`src/rtl/rv_fetch_pkg.sv`:
```
// rtl/rv_fetch_pkg.sv - shared constants and width helper for the fetch queue
package rv_fetch_pkg;

    localparam int INSTR_W = 32;
    localparam int PC_STEP = 4;

    // Width of a counter that must hold 0..depth inclusive
    function automatic int cnt_w(input int depth);
        return $clog2(depth) + 1;
    endfunction

endpackage

```
`src/rtl/fetch_fifo.sv`:
```
// rtl/fetch_fifo.sv - flop-based instruction queue with flush, head read straight from storage flops
module fetch_fifo
    import rv_fetch_pkg::*;
#(
    parameter int WIDTH = 64,
    parameter int DEPTH = 4,
    localparam int CW = cnt_w(DEPTH),
    localparam int AW = $clog2(DEPTH)
) (
    input  logic             clk,
    input  logic             rst_n,
    input  logic             i_flush,
    input  logic             i_push,
    input  logic [WIDTH-1:0] i_data,
    input  logic             i_pop,
    output logic             o_valid,
    output logic [WIDTH-1:0] o_data,
    output logic [CW-1:0]    o_count
);

    logic [WIDTH-1:0] r_mem [DEPTH];
    logic [AW-1:0]    r_wr_ptr;
    logic [AW-1:0]    r_rd_ptr;
    logic [CW-1:0]    r_count;
    logic             w_pop;

    // Popping an empty queue is ignored so the count can never underflow
    assign w_pop = i_pop && (r_count != '0);

    // Storage, pointers and occupancy; flush empties the queue but leaves data flops alone
    always_ff @(posedge clk or negedge rst_n) begin
        if (!rst_n) begin
            for (int i = 0; i < DEPTH; i++) begin
                r_mem[i] <= '0;
            end
            r_wr_ptr <= '0;
            r_rd_ptr <= '0;
            r_count  <= '0;
        end else if (i_flush) begin
            r_wr_ptr <= '0;
            r_rd_ptr <= '0;
            r_count  <= '0;
        end else begin
            if (i_push) begin
                r_mem[r_wr_ptr] <= i_data;
                r_wr_ptr        <= r_wr_ptr + 1'b1;
            end
            if (w_pop) begin
                r_rd_ptr <= r_rd_ptr + 1'b1;
            end
            r_count <= r_count + CW'(i_push) - CW'(w_pop);
        end
    end

    assign o_valid = (r_count != '0);
    assign o_data  = r_mem[r_rd_ptr];
    assign o_count = r_count;

endmodule

```
`src/rtl/rv_fetch_queue.sv`:
```
// rtl/rv_fetch_queue.sv - instruction fetch request generator with in-order response queue and redirect kill
module rv_fetch_queue
    import rv_fetch_pkg::*;
#(
    parameter int              XLEN     = 32,
    parameter int              DEPTH    = 4,
    parameter logic [XLEN-1:0] RESET_PC = '0,
    localparam int             CW       = cnt_w(DEPTH)
) (
    input  logic               clk,
    input  logic               reset,
    input  logic               redirect_valid,
    input  logic [XLEN-1:0]    redirect_pc,
    output logic               imem_req_valid,
    input  logic               imem_req_ready,
    output logic [XLEN-1:0]    imem_req_addr,
    input  logic               imem_rsp_valid,
    input  logic [INSTR_W-1:0] imem_rsp_data,
    output logic               inst_valid,
    input  logic               inst_ready,
    output logic [INSTR_W-1:0] inst_data,
    output logic [XLEN-1:0]    inst_pc,
    output logic [CW-1:0]      queue_count
);

    localparam int QW = XLEN + INSTR_W;

    logic [XLEN-1:0] r_fetch_pc;
    logic [XLEN-1:0] r_rsp_pc;
    logic [CW-1:0]   r_outstanding;
    logic [CW-1:0]   r_kill_cnt;

    logic [XLEN-1:0] w_redirect_pc;
    logic [CW:0]     w_inflight;
    logic            w_req_valid;
    logic            w_req_fire;
    logic            w_kill_active;
    logic            w_push;
    logic            w_pop;
    logic [QW-1:0]   w_head;

    assign w_redirect_pc = {redirect_pc[XLEN-1:2], 2'b00};

    // Queued plus in-flight entries bound the requests, so every response has a free slot
    assign w_inflight    = {1'b0, queue_count} + {1'b0, r_outstanding};
    assign w_req_valid   = reset && !redirect_valid && (w_inflight < (CW+1)'(DEPTH));
    assign w_req_fire    = w_req_valid && imem_req_ready;

    // Responses to requests issued before a redirect are dropped until kill_cnt drains
    assign w_kill_active = (r_kill_cnt != '0);
    assign w_push        = imem_rsp_valid && !redirect_valid && !w_kill_active;
    assign w_pop         = inst_valid && inst_ready && !redirect_valid;

    assign imem_req_valid = w_req_valid;
    assign imem_req_addr  = r_fetch_pc;

    // Next address to request; redirect overrides any handshake
    always_ff @(posedge clk or negedge reset) begin
        if (!reset) begin
            r_fetch_pc <= RESET_PC;
        end else if (redirect_valid) begin
            r_fetch_pc <= w_redirect_pc;
        end else if (w_req_fire) begin
            r_fetch_pc <= r_fetch_pc + XLEN'(PC_STEP);
        end
    end

    // PC tagged onto the next accepted response, advancing only on real pushes
    always_ff @(posedge clk or negedge reset) begin
        if (!reset) begin
            r_rsp_pc <= RESET_PC;
        end else if (redirect_valid) begin
            r_rsp_pc <= w_redirect_pc;
        end else if (w_push) begin
            r_rsp_pc <= r_rsp_pc + XLEN'(PC_STEP);
        end
    end

    // Requests handed to memory whose response has not yet come back
    always_ff @(posedge clk or negedge reset) begin
        if (!reset) begin
            r_outstanding <= '0;
        end else begin
            r_outstanding <= r_outstanding + CW'(w_req_fire) - CW'(imem_rsp_valid);
        end
    end

    // Stale-response counter: on redirect every outstanding request is stale, minus one answered now
    always_ff @(posedge clk or negedge reset) begin
        if (!reset) begin
            r_kill_cnt <= '0;
        end else if (redirect_valid) begin
            r_kill_cnt <= r_outstanding - CW'(imem_rsp_valid);
        end else if (imem_rsp_valid && w_kill_active) begin
            r_kill_cnt <= r_kill_cnt - 1'b1;
        end
    end

    fetch_fifo #(
        .WIDTH (QW),
        .DEPTH (DEPTH)
    ) u_fifo (
        .clk     (clk),
        .rst_n   (reset),
        .i_flush (redirect_valid),
        .i_push  (w_push),
        .i_data  ({r_rsp_pc, imem_rsp_data}),
        .i_pop   (w_pop),
        .o_valid (inst_valid),
        .o_data  (w_head),
        .o_count (queue_count)
    );

    assign inst_data = w_head[INSTR_W-1:0];
    assign inst_pc   = w_head[QW-1:INSTR_W];

endmodule

```
`config.mk`:
```
export PLATFORM = sky130hd
export DESIGN_NAME = rv_fetch_queue
export DESIGN_NICKNAME = d
export VERILOG_FILES = /design/src/rtl/rv_fetch_pkg.sv /design/src/rtl/fetch_fifo.sv /design/src/rtl/rv_fetch_queue.sv
export SDC_FILE = /design/constraint.sdc
export NUM_CORES = 1
export LEC_CHECK = 0
export CAP_MARGIN = 20
export CORE_MARGIN = 8
export CORE_UTILIZATION = 58
export CTS_BUF_LIST = sky130_fd_sc_hd__clkbuf_8
export CTS_CLUSTER_SIZE = 10
export DETAILED_ROUTE_END_ITERATION = 12
export GPL_TIMING_DRIVEN = 0
export PLACE_DENSITY = 0.82
export SETUP_SLACK_MARGIN = 0.05
export SYNTH_ARGS = -nofsm -noshare
export SYNTH_HDL_FRONTEND = slang
export SYNTH_SLANG_ARGS = --single-unit
export TNS_END_PERCENT = 100
```
`constraint.sdc`:
```
create_clock -name clk -period 4.1 [get_ports clk]
set_clock_uncertainty 0.15 [all_clocks]
set_input_delay 0.82 -clock clk [delete_from_list [all_inputs] [get_ports clk]]
set_output_delay 0.82 -clock clk [all_outputs]
set_load 0.05 [all_outputs]
```
==> metrics.sh, run 1 <==
LAYOUT-DRIVE-GT1-SHARE_PCT=33.6
SYNTH_EDF_COUNT=0
HIGHEST_COUNT_CELLS_IN_THE_LAYOUT_IGNORING_FILL_AND_TAPS='dfrtp_1 (320), mux2_2 (251), clkdlybuf4s50_1 (163), mux4_2 (62), clkbuf_8 (62)'
CRITPATHMAXSTAGEDELAY_NS=0.82
SEQ_POWER_SHARE_PCT=36.4
CTS.REPAIR_TIMING.SETUP_BUFFER_COUNT=0
TOTAL_NUMBER_OF_H_TREE_LEVELS=2
POWER.DENSITY_mW_PER_MM2=671
WORST_PATH_CLASS_SETUP='primary input to output pin'
REGTOREGSTARTPOINT='u_fifo.o_count[2]'
CTS_ROOT_BUFFER='clkbuf_8'
SYNTH-XOR-AREA-SHARE_PCT=2.30
PATH_DELAY_FAMILY='buffers and inverters'
SYNTH_SEQ_CELLS=321
CRIT_START='redirect_valid'
DRT_PASS1_ITERATIONS=5
AVGSYNTHCELLAREA_SQ_UM=13.9
GRT_MAX_DEGREE=125
R2R_SETUP_SLACK_NS=0.60
FINAL_HOLD_VIOL_COUNT=0
DRC=0
GRT-OVFL-TOTAL=0
DR_TOTAL_VIAS=9840
PLACE.PORT_BUFFERS=164
DIE_H_MICRONS=176
CAP_VIOL_MAX_COUNT=0
NETS=1374
SYNTH_SIMPLE_GATE_AREA_SHARE_PCT=6.55
TRITONCTS_CLOCK_TREE='yes'
LAYOUT-AREA-OVERHEAD-VS-SYNTH_PCT=21.2
PERIOD_NEEDED_NS=3.96
TIMING.FINAL.CRIT_SHARE_PCT=96.7
COUNT_OF_DISTINCT_CELL_TYPES_IN_THE_SYNTHESIZED_NETLIST=51
PATH_COMMON_CELL='clkdlybuf4s50_1'
WORSTMARGINPINSLEW_NS=0.667
FINAL_COMMON_CELL='dfrtp_1'
IOS=171
NETLIST_AREA_SQ_MM=0.0148
INTERNAL-POWER_W=0.00742
CHIP_WIDTH_MICRONS=176
START_UTIL_PCT=59.0
VDD_DROP_MAX_uV=500
ANTENNA_CELLS=0
CTS_MAX_PATH_BUFFERS=3
CRIT_CHAIN='clkdlybuf4s50_1 > inv_1 > clkbuf_2 > and3_1 > clkdlybuf4s50_1'
YOSYSSEQAREASHARE_PCT=54.2
MAX_FREQ_MHz=252
SYNTH_TOP_FAMILY_BY_AREA='multiplexers'
TIMING.CRITICAL_PATH.BUF_INV=4
CRITICAL_PATH_DATA_ARRIVAL_TIME_NS=2.99
CP_MAX_FO=10
SYNTH-ASYNC-RESET-RATIO_PCT=100
PLACEMENTROWS=58
PLACE_HPWL_MICRONS=23700
TIMING.CRITICAL_PATH.FROM_TYPE='primary input'
TNS_SETUP_NS=0
OUTCOME='finished, final reports clean'
TOTAL_WIRELENGTH_MICRONS=34700
YOSYS.AREA_SHARE.ADDER_PCT=1.62
DIE-AREA_SQ_MM=0.0309
INITIALDRTVIOLATIONCOUNT=685
SYNTH_COMPOUND_GATE_AREA_SHARE_PCT=3.87
RSZ0062_AT_GRT='false'
CLKLATENCYLATEPIN_NS=0.56
FIRST_GLOBAL_VIAS=10507
DESIGN.CORE.AREA_SQ_MM=0.0251
WARNINGS_FROM_YOSYS=0
P_SW_SHARE_PCT=38.5
POST-SYNTH-TOP-AREA-CELL='dfrtp_1'
GRT_PASS1_WL_MICRONS=56600
SLOWEST_LIBRARY_CELL_ON_THE_WORST_PATH='clkdlybuf4s50_1'
SYNTH_TOP_AREA_SHARE_PCT=54.2
GLOBALROUTETOTALUTIL_PCT=22.8
POWER.NET_SWITCHING_W=0.00464
ANTENNA_FOUND_INITIAL=1
DR_WL_CELL_MICRONS=21.0
DOMINANTREGCELLSYNTH='dfrtp_1'
YOSYS-MUX-AREA-FRACTION_PCT=28.7
TIMING.CRITICAL_PATH.TO_TYPE='output pin'
POST_DETAILED_ROUTE_COUNT_OF_ANTENNA_VIOLATING_NETS=0
AVGVIACOUNTPERCELL=5.95
DRV_SLEW=0
POWER_FRAC_COMB_PCT=42.2
CRITPATHREQUIREDTIME_NS=3.13
MAXSLEWHEADROOM_PCT=55.6
CTS_BUFFERS=52
HOLD_PATH_CLASS='primary input to async pin'
TOTALPOWERFINAL_W=0.0121
FINALSETUPVIOLCOUNT=0
POST_SYNTH_MAIN_AREA_CONTRIBUTORS='dfrtp_1 (54%), mux2_2 (19%), mux4_2 (9.4%)'
CLOCK_SINKS=321
CLK_PIN_SLEW_NS=0.06
P_LEAK_nW=8.22
GPL.FINAL_WEIGHTED_CONGESTION=0.893
CLOCK_POWER_SHARE_PCT=21.4
NETLIST_INSTANCES=1063
==> cell type report <==
class                   count  area, sq um
plain buffers              69          334
clock buffers              62          853
clock inverters            29          123
fillers                  1739         7140
inverters                  21         78.8
multi-input cells         654         6390
flip-flops and latches    321         8030
well taps                 330          413
repair buffers            167         1740
==> logic make-up after synthesis <==
family / Yosys count
other cells: 1
xor+xnor: 39
fa+ha+maj: 18
buf+inv: 91
compound gates: 89
flops: 321
simple gates: 188
mux: 316
==> metal layers <==
layer / global-route usage [%] / vias up / part of all wire [%]
li1: - / 4364 / -
met1: 30.4 / 5038 / 42
met2: 37.0 / 377 / 49
met3: 5.82 / 59 / 7.5
met4: 5.79 / 2 / 1.6
met5: 0 / - / 0.038
==> Yosys cell counts, drive strengths merged (10+ instances only) <==
| cell | instances |
|---|---|
| nand3 | 33 |
| inv | 20 |
| buf | 45 |
| o211ai | 12 |
| xor2 | 25 |
| nor2 | 31 |
| nand2 | 56 |
| clkbuf | 25 |
| xnor2 | 14 |
| mux2 | 251 |
| ha | 16 |
| dfrtp | 321 |
| o311ai | 11 |
| o21ai | 39 |
| mux4 | 62 |
| and3 | 10 |
| nand4 | 25 |
==> power by group through the flow <==
| stage | Sequential (W) | Clock [W] | Combinational [W] |
|---|---|---|---|
| 6_report | 0.00439 | 0.00258 | 0.00509 |
| 5_1_grt | 0.00448 | 0.00279 | 0.00536 |
| 3_3_place_gp | 0.00437 | 0 | 0.00506 |
| 2_1_floorplan | 0.00443 | 0 | 0.00348 |
| 4_1_cts | 0.00438 | 0.00264 | 0.00515 |
| 3_5_place_dp | 0.00440 | 0 | 0.00515 |
==> per-stage QoR <==
step	setup slack [ns]	cells	util (%)	cell area, sq um	hold WS [ns]
after global placement	-11.66	1560	67.3	16900	0.331
final	0.136	1653	71.6	18000	0.0155
after global routing	0.0892	1653	71.6	18000	0.0394
after floorplan	0.829	1066	-	14800	0.324
after CTS	0.00636	1653	71.5	18000	0.104
after detailed placement	-0.621	1562	67.5	17000	0.337
==> final timing paths <==
kind | endpoint | depth (start not counted)
max | imem_req_valid | 5
max reg2reg | r_outstanding[2] | 12
min reg2reg | u_fifo.r_mem[82] | 1
max in group asynchronous | imem_req_addr[26] | 2
min | u_fifo.r_mem[152] | 1
min in group clk | u_fifo.r_mem[82] | 1
==> repair_timing <==
action                                  4_1_cts  5_1_grt
resized for setup                             7        3
hold buffers                                  0        0
endpoints found under the setup margin       61       12
cloned                                        1        0
pin swaps                                     0        0
==> sequential cells by signal, indices dropped and copies added (netlist names) <==
signal	flops
imem_req_addr	30
r_kill_cnt	3
r_outstanding	3
r_rsp_pc	30
u_fifo.o_count	3
u_fifo.r_mem	248
u_fifo.r_rd_ptr	2
u_fifo.r_wr_ptr	2
Note: power is estimated with default switching activity, not from simulation.
==> run 2: changes to the inputs <==
GPL_TIMING_DRIVEN = not set   (was 0)
==> run 2 against run 1 <==
Against the previous run:
- core utilization hardly changed
- design area about the same
- via count decreased by 2.6%
- critical path type is now flop to output pin
- clock power is 8.9% higher
- sequential share of layout area is essentially flat
- clock-buffer cell count rose by 5
- largest cell class unchanged
- first-iteration DRC count increased by 4.2%
- cell count decreased by 2.5%
==> metrics.sh, run 2 (same netlist as run 1, synthesis figures left out) <==
CRITPATHMAXSTAGEDELAY_NS=0.74
TOTAL_WIRELENGTH_MICRONS=33500
FINAL_HOLD_VIOL_COUNT=0
CHIP_WIDTH_MICRONS=176
OUTCOME='finished, final reports clean'
GRT_PASS1_WL_MICRONS=55300
CRIT_START='u_fifo.r_rd_ptr[0]'
PERIOD_NEEDED_NS=3.84
START_UTIL_PCT=59.0
TIMING.FINAL.CRIT_SHARE_PCT=93.7
CRIT_CHAIN='buf_12 > mux4_2 > clkdlybuf4s50_1'
FINAL_COMMON_CELL='dfrtp_1'
SLOWEST_LIBRARY_CELL_ON_THE_WORST_PATH='clkdlybuf4s50_1'
DESIGN.CORE.AREA_SQ_MM=0.0251
CTS_ROOT_BUFFER='clkbuf_8'
FIRST_GLOBAL_VIAS=10550
CTS.REPAIR_TIMING.SETUP_BUFFER_COUNT=0
GLOBALROUTETOTALUTIL_PCT=22.1
GPL.FINAL_WEIGHTED_CONGESTION=0.835
IOS=171
DIE_H_MICRONS=176
PLACEMENTROWS=58
PLACE.PORT_BUFFERS=164
PLACED_AREA_SQ_MM=0.0169
POST_CTS_RESIZED=0
LAYOUT-DRIVE-GT1-SHARE_PCT=34.0
GRT_MAX_DEGREE=150
CLK_PIN_SLEW_NS=0.06
DR_TOTAL_VIAS=9586
DRC=0
TNS_SETUP_NS=0
CTS_MAX_PATH_BUFFERS=3
DIE-AREA_SQ_MM=0.0309
CLOCK_SINKS=321
PLACE_HPWL_MICRONS=21600
HIGHEST_COUNT_CELLS_IN_THE_LAYOUT_IGNORING_FILL_AND_TAPS='dfrtp_1 (319), mux2_2 (251), clkdlybuf4s50_1 (161), clkbuf_8 (67), mux4_2 (62)'
TOTALPOWERFINAL_W=0.0123
LAYOUT.AREA.SEQ_SQ_MM=0.00804
MAXSLEWHEADROOM_PCT=46.6
FILLERS=1734
TIMING.CRITICAL_PATH.TO_TYPE='output pin'
CTS_BUFFERS=53
P_LEAK_nW=8.17
POST_DETAILED_ROUTE_COUNT_OF_ANTENNA_VIOLATING_NETS=0
DRV_SLEW=0
CRITPATHREQUIREDTIME_NS=3.13
WORSTMARGINPINSLEW_NS=0.800
TIMING.CRITICAL_PATH.FROM_TYPE='flop'
DR_WL_CELL_MICRONS=20.8
FINALSETUPVIOLCOUNT=0
CP_MAX_FO=27
LAYOUT.CELL_AREA.NON_FILLER_SQ_MM=0.0180
MAX_FREQ_MHz=260
LARGEST_REGISTER_BY_FLOP_COUNT='u_fifo.r_mem'
REGTOREGSTARTPOINT='u_fifo.o_count[2]'
INITIALDRTVIOLATIONCOUNT=714
NETS=1326
DRT_PASS1_ITERATIONS=4
TRITONCTS_CLOCK_TREE='yes'
HOLD_PATH_CLASS='primary input to async pin'
RSZ0062_AT_GRT='false'
MULTI_INPUT_COMB_AREA_SQ_MM=0.00640
GRT-OVFL-TOTAL=0
VDD_DROP_MAX_uV=504
FINALCOREUTILIZATION_PCT=71.5
ANTENNA_FOUND_INITIAL=1
AVGVIACOUNTPERCELL=5.95
TOTAL_NUMBER_OF_H_TREE_LEVELS=2
CAP_VIOL_MAX_COUNT=0
LAYOUT-AREA-OVERHEAD-VS-SYNTH_PCT=21.1
POST_CTS_HOLD_BUFFERS=0
POWER.DENSITY_mW_PER_MM2=684
ANTENNA_CELLS=0
LARGEST_REGISTER_FF_COUNT=248
CLKLATENCYLATEPIN_NS=0.57
CRITICAL_PATH_DATA_ARRIVAL_TIME_NS=2.87
WORST_PATH_CLASS_SETUP='flop to output pin'
run 2: through the flow:
| stage | instances | setup WS, ns | hold WS, ns |
|---|---|---|---|
| 2_1_floorplan | 1066 | 0.829 | 0.324 |
| 5_1_grt | 1611 | 0.122 | 0.318 |
| 3_5_place_dp | 1512 | 0.644 | 0.338 |
| 6_report | 1611 | 0.258 | 0.269 |
| 4_1_cts | 1610 | 0.169 | 0.282 |
| 3_3_place_gp | 1512 | 0.711 | 0.331 |
run 2: power by group:
part,switching (W),internal (W)
clock,0.00127,0.00154
combinational,0.00287,0.00217
sequential,0.000529,0.00391
total,0.00467,0.00762
run 2: area by class of cell:
class                      count  share of cell area [%]
inverter                      21                   0.439
clock buffer                  67                    5.13
clock inverter                31                   0.920
timing repair buffer         187                    10.8
sequential                   321                    44.8
multi-input combinational    654                    35.7
tap                          330                    2.30
run 2: final timing paths:
kind | endpoint | cells after the start | slack [ns]
worst max-delay path | inst_data[5] | 3 | 0.26
worst min-delay path | u_fifo.r_mem[212] | 2 | 0.27
worst max register to register | imem_req_addr[30] | 7 | 1.25
worst min register to register | u_fifo.r_mem[255] | 1 | 0.35
max in group asynchronous | u_fifo.r_rd_ptr[0] | 3 | 2.23
min in group clk | u_fifo.r_mem[255] | 1 | 0.35
run 2: metal layers:
| layer | vias up | GRT usage, % | wire length, microns |
|---|---|---|---|
| met5 | - | 0 | 0 |
| met3 | 55 | 5.82 | 2400 |
| met1 | 4935 | 29.1 | 14500 |
| met2 | 315 | 35.9 | 16100 |
| met4 | 0 | 6.08 | 556 |
| li1 | 4281 | - | - |
run 2: worst max-delay path, delay by kind of cell, from the launching register on:
| family | cells | cell delay, ns |
|---|---|---|
| flip-flops | 1 | 0.68 |
| multiplexers | 1 | 0.57 |
| buffers and inverters | 2 | 1.04 |
==> run 3: changes to the inputs <==
GPL_ROUTABILITY_DRIVEN = 0   (was not set)
==> results of run 3 <==
Final layout, timing and power as in run 2 (identical DEF).
